File: src/rtl/color_ctrl_pkg.sv
// Shared constants for the keyboard-driven colour stepper: decoder states,
// channel indices and the PS/2 set-2 prefix bytes.
package color_ctrl_pkg;

    typedef enum logic [1:0] {
        ST_IDLE = 2'd0,
        ST_EXT  = 2'd1,
        ST_BRK  = 2'd2
    } dec_state_t;

    localparam int NUM_CH = 3;
    localparam int CNT_W  = 3;

    localparam logic [1:0] CH_R = 2'd0;
    localparam logic [1:0] CH_G = 2'd1;
    localparam logic [1:0] CH_B = 2'd2;

    localparam logic [7:0] PFX_EXT = 8'hE0;
    localparam logic [7:0] PFX_BRK = 8'hF0;

    // Round-robin successor in R, G, B order.
    function automatic logic [1:0] ch_next(input logic [1:0] ch);
        return (ch == CH_B) ? CH_R : ch + 2'd1;
    endfunction

endpackage

File: src/rtl/pend_counter.sv
// Saturating pending-request counter for one colour channel, with a sticky
// flag recording any increment that was dropped at the limit.
module pend_counter
    import color_ctrl_pkg::*;
#(
    parameter int MAX_PEND = 7
) (
    input  logic             vga_clk,
    input  logic             reset,
    input  logic             inc,
    input  logic             dec,
    output logic [CNT_W-1:0] count,
    output logic             ovf
);

    localparam logic [CNT_W-1:0] LIMIT = CNT_W'(MAX_PEND);

    // inc and dec together cancel, so a saturated counter being granted
    // absorbs the new request without flagging it.
    always_ff @(posedge vga_clk or posedge reset) begin
        if (reset) begin
            count <= '0;
            ovf   <= 1'b0;
        end else if (inc && !dec) begin
            if (count == LIMIT)
                ovf <= 1'b1;
            else
                count <= count + 1'b1;
        end else if (dec && !inc && count != '0) begin
            count <= count - 1'b1;
        end
    end

endmodule

File: src/rtl/color_step_scheduler.sv
// Turns PS/2 make codes into per-channel step requests and releases at most
// one step per frame, round-robin across R, G, B.
module color_step_scheduler
    import color_ctrl_pkg::*;
#(
    parameter int         MAX_PEND = 7,
    parameter logic [7:0] CODE_R   = 8'h2D,
    parameter logic [7:0] CODE_G   = 8'h34,
    parameter logic [7:0] CODE_B   = 8'h32
) (
    input  logic       vga_clk,
    input  logic       reset,
    input  logic       key_valid,
    input  logic [7:0] key_code,
    input  logic       frame_start,
    output logic       r_step,
    output logic       g_step,
    output logic       b_step,
    output logic       pending_any,
    output logic       overflow
);

    dec_state_t state, state_nxt;
    logic       make_key;

    logic [NUM_CH-1:0][7:0]       ch_code;
    logic [NUM_CH-1:0][CNT_W-1:0] cnt;
    logic [NUM_CH-1:0]            nz;
    logic [NUM_CH-1:0]            inc;
    logic [NUM_CH-1:0]            grant;
    logic [NUM_CH-1:0]            ovf;
    logic [NUM_CH-1:0]            step_q;
    logic [1:0]                   ptr, ptr_nxt;

    assign ch_code = {CODE_B, CODE_G, CODE_R};

    always_ff @(posedge vga_clk or posedge reset) begin
        if (reset)
            state <= ST_IDLE;
        else
            state <= state_nxt;
    end

    always_comb begin
        state_nxt = state;
        make_key  = 1'b0;
        if (key_valid) begin
            case (state)
                ST_IDLE: begin
                    if (key_code == PFX_EXT)
                        state_nxt = ST_EXT;
                    else if (key_code == PFX_BRK)
                        state_nxt = ST_BRK;
                    else
                        make_key = 1'b1;
                end
                ST_EXT:  state_nxt = (key_code == PFX_BRK) ? ST_BRK : ST_IDLE;
                ST_BRK:  state_nxt = ST_IDLE;
                default: state_nxt = ST_IDLE;
            endcase
        end
    end

    for (genvar i = 0; i < NUM_CH; i++) begin : g_ch
        assign inc[i] = make_key && (key_code == ch_code[i]);
        assign nz[i]  = (cnt[i] != '0);

        pend_counter #(.MAX_PEND(MAX_PEND)) u_cnt (
            .vga_clk (vga_clk),
            .reset   (reset),
            .inc     (inc[i]),
            .dec     (grant[i]),
            .count   (cnt[i]),
            .ovf     (ovf[i])
        );
    end

    // Walk the channels starting at ptr; first non-empty one wins.
    always_comb begin
        logic [1:0] idx;
        logic       found;
        grant   = '0;
        ptr_nxt = ptr;
        idx     = ptr;
        found   = 1'b0;
        for (int k = 0; k < NUM_CH; k++) begin
            if (frame_start && !found && nz[idx]) begin
                grant[idx] = 1'b1;
                ptr_nxt    = ch_next(idx);
                found      = 1'b1;
            end
            idx = ch_next(idx);
        end
    end

    always_ff @(posedge vga_clk or posedge reset) begin
        if (reset) begin
            ptr    <= CH_R;
            step_q <= '0;
        end else begin
            ptr    <= ptr_nxt;
            step_q <= grant;
        end
    end

    assign r_step      = step_q[CH_R];
    assign g_step      = step_q[CH_G];
    assign b_step      = step_q[CH_B];
    assign pending_any = |nz;
    assign overflow    = |ovf;

endmodule

File: config.mk
export PLATFORM = sky130hd
export DESIGN_NAME = color_step_scheduler
export DESIGN_NICKNAME = d
export VERILOG_FILES = /design/src/rtl/color_ctrl_pkg.sv /design/src/rtl/pend_counter.sv /design/src/rtl/color_step_scheduler.sv
export SDC_FILE = /design/constraint.sdc
export NUM_CORES = 1
export LEC_CHECK = 0
export BUFFER_PORTS_ARGS = -buffer_cell sky130_fd_sc_hd__buf_4
export CAP_MARGIN = 20
export CORE_MARGIN = 1
export CORE_UTILIZATION = 64
export CTS_BUF_LIST = sky130_fd_sc_hd__clkbuf_4
export DETAILED_ROUTE_END_ITERATION = 8
export PLACE_DENSITY = 0.87
export SLEW_MARGIN = 20
export SYNTH_ARGS = -nofsm -noshare
export SYNTH_HDL_FRONTEND = slang
export SYNTH_HIERARCHICAL = 1
export SYNTH_SLANG_ARGS = --single-unit
File: constraint.sdc
create_clock -name vga_clk -period 6 [get_ports vga_clk]
set_input_delay 0.3 -clock vga_clk [delete_from_list [all_inputs] [get_ports vga_clk]]
set_output_delay 0.3 -clock vga_clk [all_outputs]
set_load 0.01 [all_outputs]
==> Word level (Yosys, flattened, before mapping) <==
Index checks and enable logic that the tools add are counted.
{ "word_totals": {"reg_bits": 19, "in_bits": 12, "out_inout_bits": 5, "wordCells": 127} }
{ "classes": {"add_sub_neg": 9, "order_cmp": 6, "eq_ne": 16, "mux": 40, "n_bitwise": 2, "reduce_logical": 45} }
{ "ops": {"columns": ["operator", "count"], "rows": [
  ["3-bit two-way mux", 12],
  ["8-bit by 6-bit == test with 1-bit output, second input constant", 3],
  ["1-bit logical AND", 20],
  ["2-bit two-way mux", 9],
  ["8-bit == test, second input constant", 2],
  ["2-bit AND reduction", 7],
  ["1-bit two-way mux", 12],
  ["3-bit nonzero test", 4],
  ["3-bit by 1-bit adder with 3-bit output, second input constant", 3],
  ["3-bit == test, second input constant", 3],
  ["2-bit by 3-bit less-than comparator with 1-bit output, second input constant", 3],
  ["3-bit by 1-bit subtractor with 3-bit output, second input constant", 3],
  ["1-bit logical NOT", 8],
  ["2-bit by 1-bit adder with 2-bit output, second input constant", 3],
  ["1-bit binary-select mux with 2-bit select", 3],
  ["1-bit demux with 2-bit select", 3],
  ["2-bit == test, second input constant", 3],
  ["2-bit by 1-bit greater-or-equal comparator with 1-bit output, second input constant", 3],
  ["2-bit != test, second input constant", 3],
  ["3-bit bitwise OR", 2],
  ["2-bit nonzero test", 3],
  ["3-bit OR reduction", 2],
  ["2-bit case mux with 2 select lines", 1],
  ["3-bit != test, second input constant", 1],
  ["other kinds (2)", 2]
]} }

==> Depth between registers and ports, before layout <==
{ "depth": {"depth_word": 17, "depth_mapped": 10, "depth_no_buf": 9} }

==> Cells and area by module <==
Netlist, hierarchy kept.
{ "modules_own_cells": {"columns": ["module", "n_inst", "cells_each", "area_per_inst_um2", "seq_area_each_um2"], "rows": [
  ["pend_counter", 3, 30, 304.0, 100.1],
  ["color_step_scheduler", 1, 52, 456.7, 175.2]
]} }

==> Worst setup path after synthesis <==
OpenSTA, ideal clock, no wires.
{ "synth_timing": {"kind": "flip-flop to flip-flop", "start": "register g_ch[1].u_cnt.count[1]", "end": "register g_ch[0].u_cnt.count[1]", "setup_ns": 0.120, "arrival_ns": 2.884, "required_ns": 5.880, "setup_slack_ns": 2.995, "path_stages_with_launch": 9, "path_buffers": 1, "cell_sequence": "dfrtp_1 or3_1 buf_2 a221oi_1 nor2b_4 inv_2 fa_1 o32a_1 o211a_1"} }
{ "synth_between": {"elab_chain_len": 17} }
{ "synth_rtl": {"columns": ["item", "line_no", "rtl"], "rows": [
  ["from (decl)", "pend_counter.sv:12", "output logic [CNT_W-1:0] count,"],
  ["from (signal assigned)", "pend_counter.sv:28", "count <= count + 1'b1;"],
  ["from (signal assigned)", "pend_counter.sv:30", "count <= count - 1'b1;"],
  ["3-bit nonzero test *", "color_step_scheduler.sv:66", "assign nz[i] = (cnt[i] != '0);"],
  ["1-bit binary-select mux with 2-bit select", "color_step_scheduler.sv:87", "if (frame_start && !found && nz[idx]) begin"],
  ["1-bit two-way mux (not written as such)", "color_step_scheduler.sv:87", null],
  ["1-bit logical AND", "color_step_scheduler.sv:87", null],
  ["1-bit two-way mux", "color_step_scheduler.sv:87", null],
  ["1-bit logical NOT", "color_step_scheduler.sv:87", null],
  ["1-bit logical AND (2 in a row)", "color_step_scheduler.sv:87", null],
  ["1-bit two-way mux", "color_step_scheduler.sv:87", null],
  ["1-bit logical NOT", "color_step_scheduler.sv:87", null],
  ["1-bit logical AND (2 in a row)", "color_step_scheduler.sv:87", null],
  ["3-bit two-way mux *", "color_step_scheduler.sv:87", null],
  ["named net grant[0]", "color_step_scheduler.sv:30", "logic [NUM_CH-1:0] grant;"],
  ["1-bit logical NOT / 1-bit logical AND (equally long branches)", "pend_counter.sv:24, pend_counter.sv:29", null],
  ["1-bit logical AND, on equally long branches", "pend_counter.sv:24, pend_counter.sv:29", null],
  ["2-bit != test (no source line) / 2-bit nonzero test (equally long branches)", null, null],
  ["2-bit AND reduction (no source line)", null, null],
  ["to (signal assigned)", "pend_counter.sv:28", null],
  ["to (signal assigned)", "pend_counter.sv:30", null],
  ["to (decl)", "pend_counter.sv:12", null]
]} }
Mark *: on every way through the listed nets, which the timed path passes. The rest lies on a longest branch. The select of a mux whose other input is x is not followed.
A chain may end at the register's enable or synchronous reset.

==> Worst setup path in the final report <==
{ "layout_timing": {"start": "register state[1]", "end": "register g_ch[2].u_cnt.count[2]"} }
{ "layout_between": {"elab_chain_len": 9} }
{ "layout_rtl": {"columns": ["item", "line_no", "rtl"], "rows": [
  ["from (decl)", "color_step_scheduler.sv:23", "dec_state_t state, state_nxt;"],
  ["from (signal assigned)", "color_step_scheduler.sv:41", "state <= state_nxt;"],
  ["2-bit logical NOT *", "color_step_scheduler.sv:48", "case (state)"],
  ["1-bit two-way mux *", "color_step_scheduler.sv:48", null],
  ["1-bit two-way mux *", "color_step_scheduler.sv:47", "if (key_valid) begin"],
  ["1-bit logical AND *", "color_step_scheduler.sv:65", "assign inc[i] = make_key && (key_code == ch_code[i]);"],
  ["named net inc[2]", "color_step_scheduler.sv:29", "logic [NUM_CH-1:0] inc;"],
  ["1-bit logical NOT", "pend_counter.sv:29", "end else if (dec && !inc && count != '0) begin"],
  ["1-bit logical AND (2 in a row)", "pend_counter.sv:29", null],
  ["2-bit nonzero test (no source line)", null, null],
  ["2-bit AND reduction (no source line)", null, null],
  ["to (signal assigned)", "pend_counter.sv:28", null],
  ["to (signal assigned)", "pend_counter.sv:30", null],
  ["to (decl)", "pend_counter.sv:12", null]
]} }
Mark *: on every way through the listed nets, which the timed path passes. The rest lies on a longest branch.

==> flow_metrics.env <==
export IMPL_clk_latency_ps=300
export IMPL_cp_cell_sequence="nor4bb_1 -> nand4_1 -> nor3b_1 -> nor2b_4 -> inv_2 -> fa_1 -> nor3b_1 -> o21ai_0 -> o211a_1"
export IMPL_worstMarginPinSlew_ps=918
export IMPL_grt_pass1_vias=1126
export IMPL_cp_start_kind="flop"
export IMPL_clk_pin_slew_ps=110
export IMPL_antenna_cells=0
export IMPL_io_pins=17
export IMPL_synth_edf_count=0
export IMPL_rsz0062_at_grt="no"
export IMPL_wl_per_cell_um=16.8
export IMPL_h_tree_depth=1
export IMPL_ys_types=38
export IMPL_max_stage_delay_ps=730
export IMPL_ys_warn_count=6
export IMPL_timing_fmax_mhz=291
export IMPL_synthToLayoutAreaGrowth_pct=13.1
export IMPL_hold_path_class="input port to flop"
export IMPL_via_count=1275
export IMPL_fill_cells=133
export IMPL_drt_iter0_markers=50
export IMPL_finClkSkew_ps=5.09
export IMPL_place_area_um2=1500
export IMPL_synthMuxAreaShare_pct=2.19
export IMPL_seq_area_frac_synth_pct=34.7
export IMPL_synth_area_per_cell_um2=9.64
export IMPL_synth_area_leaders="dfrtp_1 35%, o211a_1 7.3%, nor3b_1 4.9%, fa_1 4.4%, a21oi_1 3.3%"
export IMPL_ir_drop_uv=339
export IMPL_power_leakage_nw=0.697
export IMPL_portBuffers=16
export IMPL_fin_crit_sh_pct=57.2
export IMPL_cts_resized=0
export IMPL_tritoncts="done"
export IMPL_endpoint_kind="flop"
export IMPL_placedCellCount=180
export IMPL_drc=0
export IMPL_die_area_um2=2330
export IMPL_synth_top_cell_area_share_pct=34.7
export IMPL_drive_gt1_share_pct=18.2
export IMPL_critPathKind="flop to flop"
export IMPL_ys_seq_elements=19
export IMPL_die_h_um=48.2
export IMPL_slew_violations=0
export IMPL_outcome="finished clean"
export IMPL_fp_dieW_um=48.2
export IMPL_ys_dominant_reg_cell="dfrtp_1"
export IMPL_arrival_ps=3630
export IMPL_final_antenna_net_count=0
export IMPL_globalRouteOverflowTotal=0
export IMPL_synth_common_cells="19 x dfrtp_1, 10 x o211a_1, 9 x a21oi_1, 9 x nor3b_1, 7 x nand2b_1"
export IMPL_num_nets_final=175
export IMPL_cts_sinks=19
export IMPL_antenna_found_initial=0
export IMPL_fin_cells=186
export IMPL_period_minus_slack_ps=3430
export IMPL_grt_pass1_wl_mm=4.49
export IMPL_routabilityCongestion=0.763
export IMPL_fin_util_pct=78.1
export IMPL_synthCells=142
export IMPL_min_path_cells=2
export IMPL_dr_pass1_iters=4
export IMPL_setup_violations=0
export IMPL_cp_max_fo=6
export IMPL_cts_buffer_depth=2
export IMPL_synth_xor_area_share_pct=0
export IMPL_r2r_cells=9
export IMPL_cpMostUsedCell="nor3b_1"
export IMPL_slew_headroom_pct=38.2
export IMPL_cpMaxStageDelayCell="nor3b_1"
export IMPL_synth_top_family_by_area="compound AO/OA/AOI/OAI gates"
export IMPL_num_rows=16
export IMPL_synth_most_common_cell="dfrtp_1"
export IMPL_dp_hpwl_mm=2.18
export IMPL_r2r_slack_ps=2570
export IMPL_cts_root_buf="clkbuf_4"
export IMPL_total_power_mw=0.703
export IMPL_yosys_area_top_type="dfrtp_1"
export IMPL_maxCapViolations=0
export IMPL_synth_simple_area_share_pct=25.0
export IMPL_cts_made_buffers=3
export IMPL_grt_max_degree=13
export IMPL_core_um2=1980
export IMPL_cp_data_required_time_ps=6200
export IMPL_stdcell_area_um2=1550
export IMPL_start_util_pct=69.1
export IMPL_finalHoldViolations=0
export IMPL_syn_area_um2=1370
export IMPL_fin_setup_tns_ps=0
export IMPL_routed_wirelength_mm=3.12
export IMPL_synth_nets=157
export IMPL_grt_usage_pct=28.7
export IMPL_synthArstFlopShare_pct=100
export IMPL_vias_per_cell=6.85
export IMPL_synth_compound_area_share_pct=30.1
export IMPL_yosys_area_share_adder_pct=4.39
export IMPL_p_per_area_nw_per_um2=454
-- per-stage QoR --
| step | worst slack [ps] | hold slack, ps |
|---|---|---|
| 2_1_floorplan | 3000 | 66.1 |
| 3_3_place_gp | 2810 | 216 |
| 3_5_place_dp | 2610 | 223 |
| 4_1_cts | 2620 | 210 |
| 5_1_grt | 2490 | 205 |
| 6_report | 2570 | 220 |
-- metal layers --
metal | global-route usage, % | routed length (µm)
met4 | 16.7 | 117
met1 | 30.6 | 1290
met2 | 52.3 | 1540
met3 | 5.19 | 168
met5 | 0 | 0
-- power by group --
group / switching [mW] / internal (mW)
Combinational: 0.181 / 0.188
Clock: 0.0395 / 0.0304
Sequential: 0.0931 / 0.171
Total: 0.313 / 0.390
-- registers in the layout (all words and copies together) (netlist names) --
name and count:
g_ch.u_cnt/count 9, ptr 2, state 2, step_q 3, g_ch.u_cnt/ovf 3
-- kinds of logic (layout without fill, tap and decap cells) --
group	count (synthesis)	in the layout
compound gates	53	53
fa+ha+maj	3	3
buf+inv	13	30
flops	19	19
mux	3	3
simple gates	51	51
-- layout by cell type (no fill, tap or decap), types with 4 or more instances in the layout --
| cell type | netlist | final |
|---|---|---|
| clkbuf_4 | 0 | 4 |
| a31oi_1 | 4 | 4 |
| a21oi_1 | 9 | 9 |
| nor3b_1 | 9 | 9 |
| o211a_1 | 10 | 10 |
| nor3_1 | 5 | 5 |
| o21ai_0 | 5 | 5 |
| nand2b_1 | 7 | 7 |
| nand2_1 | 5 | 5 |
| dfrtp_1 | 19 | 19 |
| inv_1 | 5 | 5 |
| nor4bb_1 | 4 | 4 |
| buf_4 | 0 | 16 |
| nor2_1 | 6 | 6 |
-- area by class of cell --
cell class              instances  area (µm²)  share of cell area (%)
multi-input cells             110         843                    54.5
flip-flops and latches         19         475                    30.7
repair buffers                 18         135                    8.73
well taps                      27        33.8                    2.18
clock buffers                   4        30.0                    1.94
inverters                       8        30.0                    1.94
-- worst paths after layout --
check / startpoint / endpoint
max in group asynchronous: reset / step_q[1]$_DFF_PP0_
hold reg to reg: g_ch[1].u_cnt/ovf$_DFFE_PP0P_ / g_ch[1].u_cnt/ovf$_DFFE_PP0P_
setup / recovery: state[1]$_DFFE_PP0P_ / g_ch[2].u_cnt/count[2]$_DFFE_PP0P_
min in group asynchronous: reset / g_ch[2].u_cnt/count[0]$_DFFE_PP0P_
setup reg to reg: state[1]$_DFFE_PP0P_ / g_ch[2].u_cnt/count[2]$_DFFE_PP0P_
hold / removal: key_valid / state[0]$_DFFE_PP0P_
-- critical path: cells and delay by family, from the launching register on --
family / cells / cell delay (ps)
AND/OR/NAND/NOR: 5 / 2060
adder cells (fa/ha/maj): 1 / 460
flip-flops: 1 / 410
AO/OA/AOI/OAI: 2 / 310
buffers and inverters: 1 / 80
-- repair_timing --
action	CTS	global route
buffers inserted	0	0
hold endpoints to repair	19	0
hold buffers	1	0
setup endpoints to repair	0	0
(Power assumes the default switching activity.)
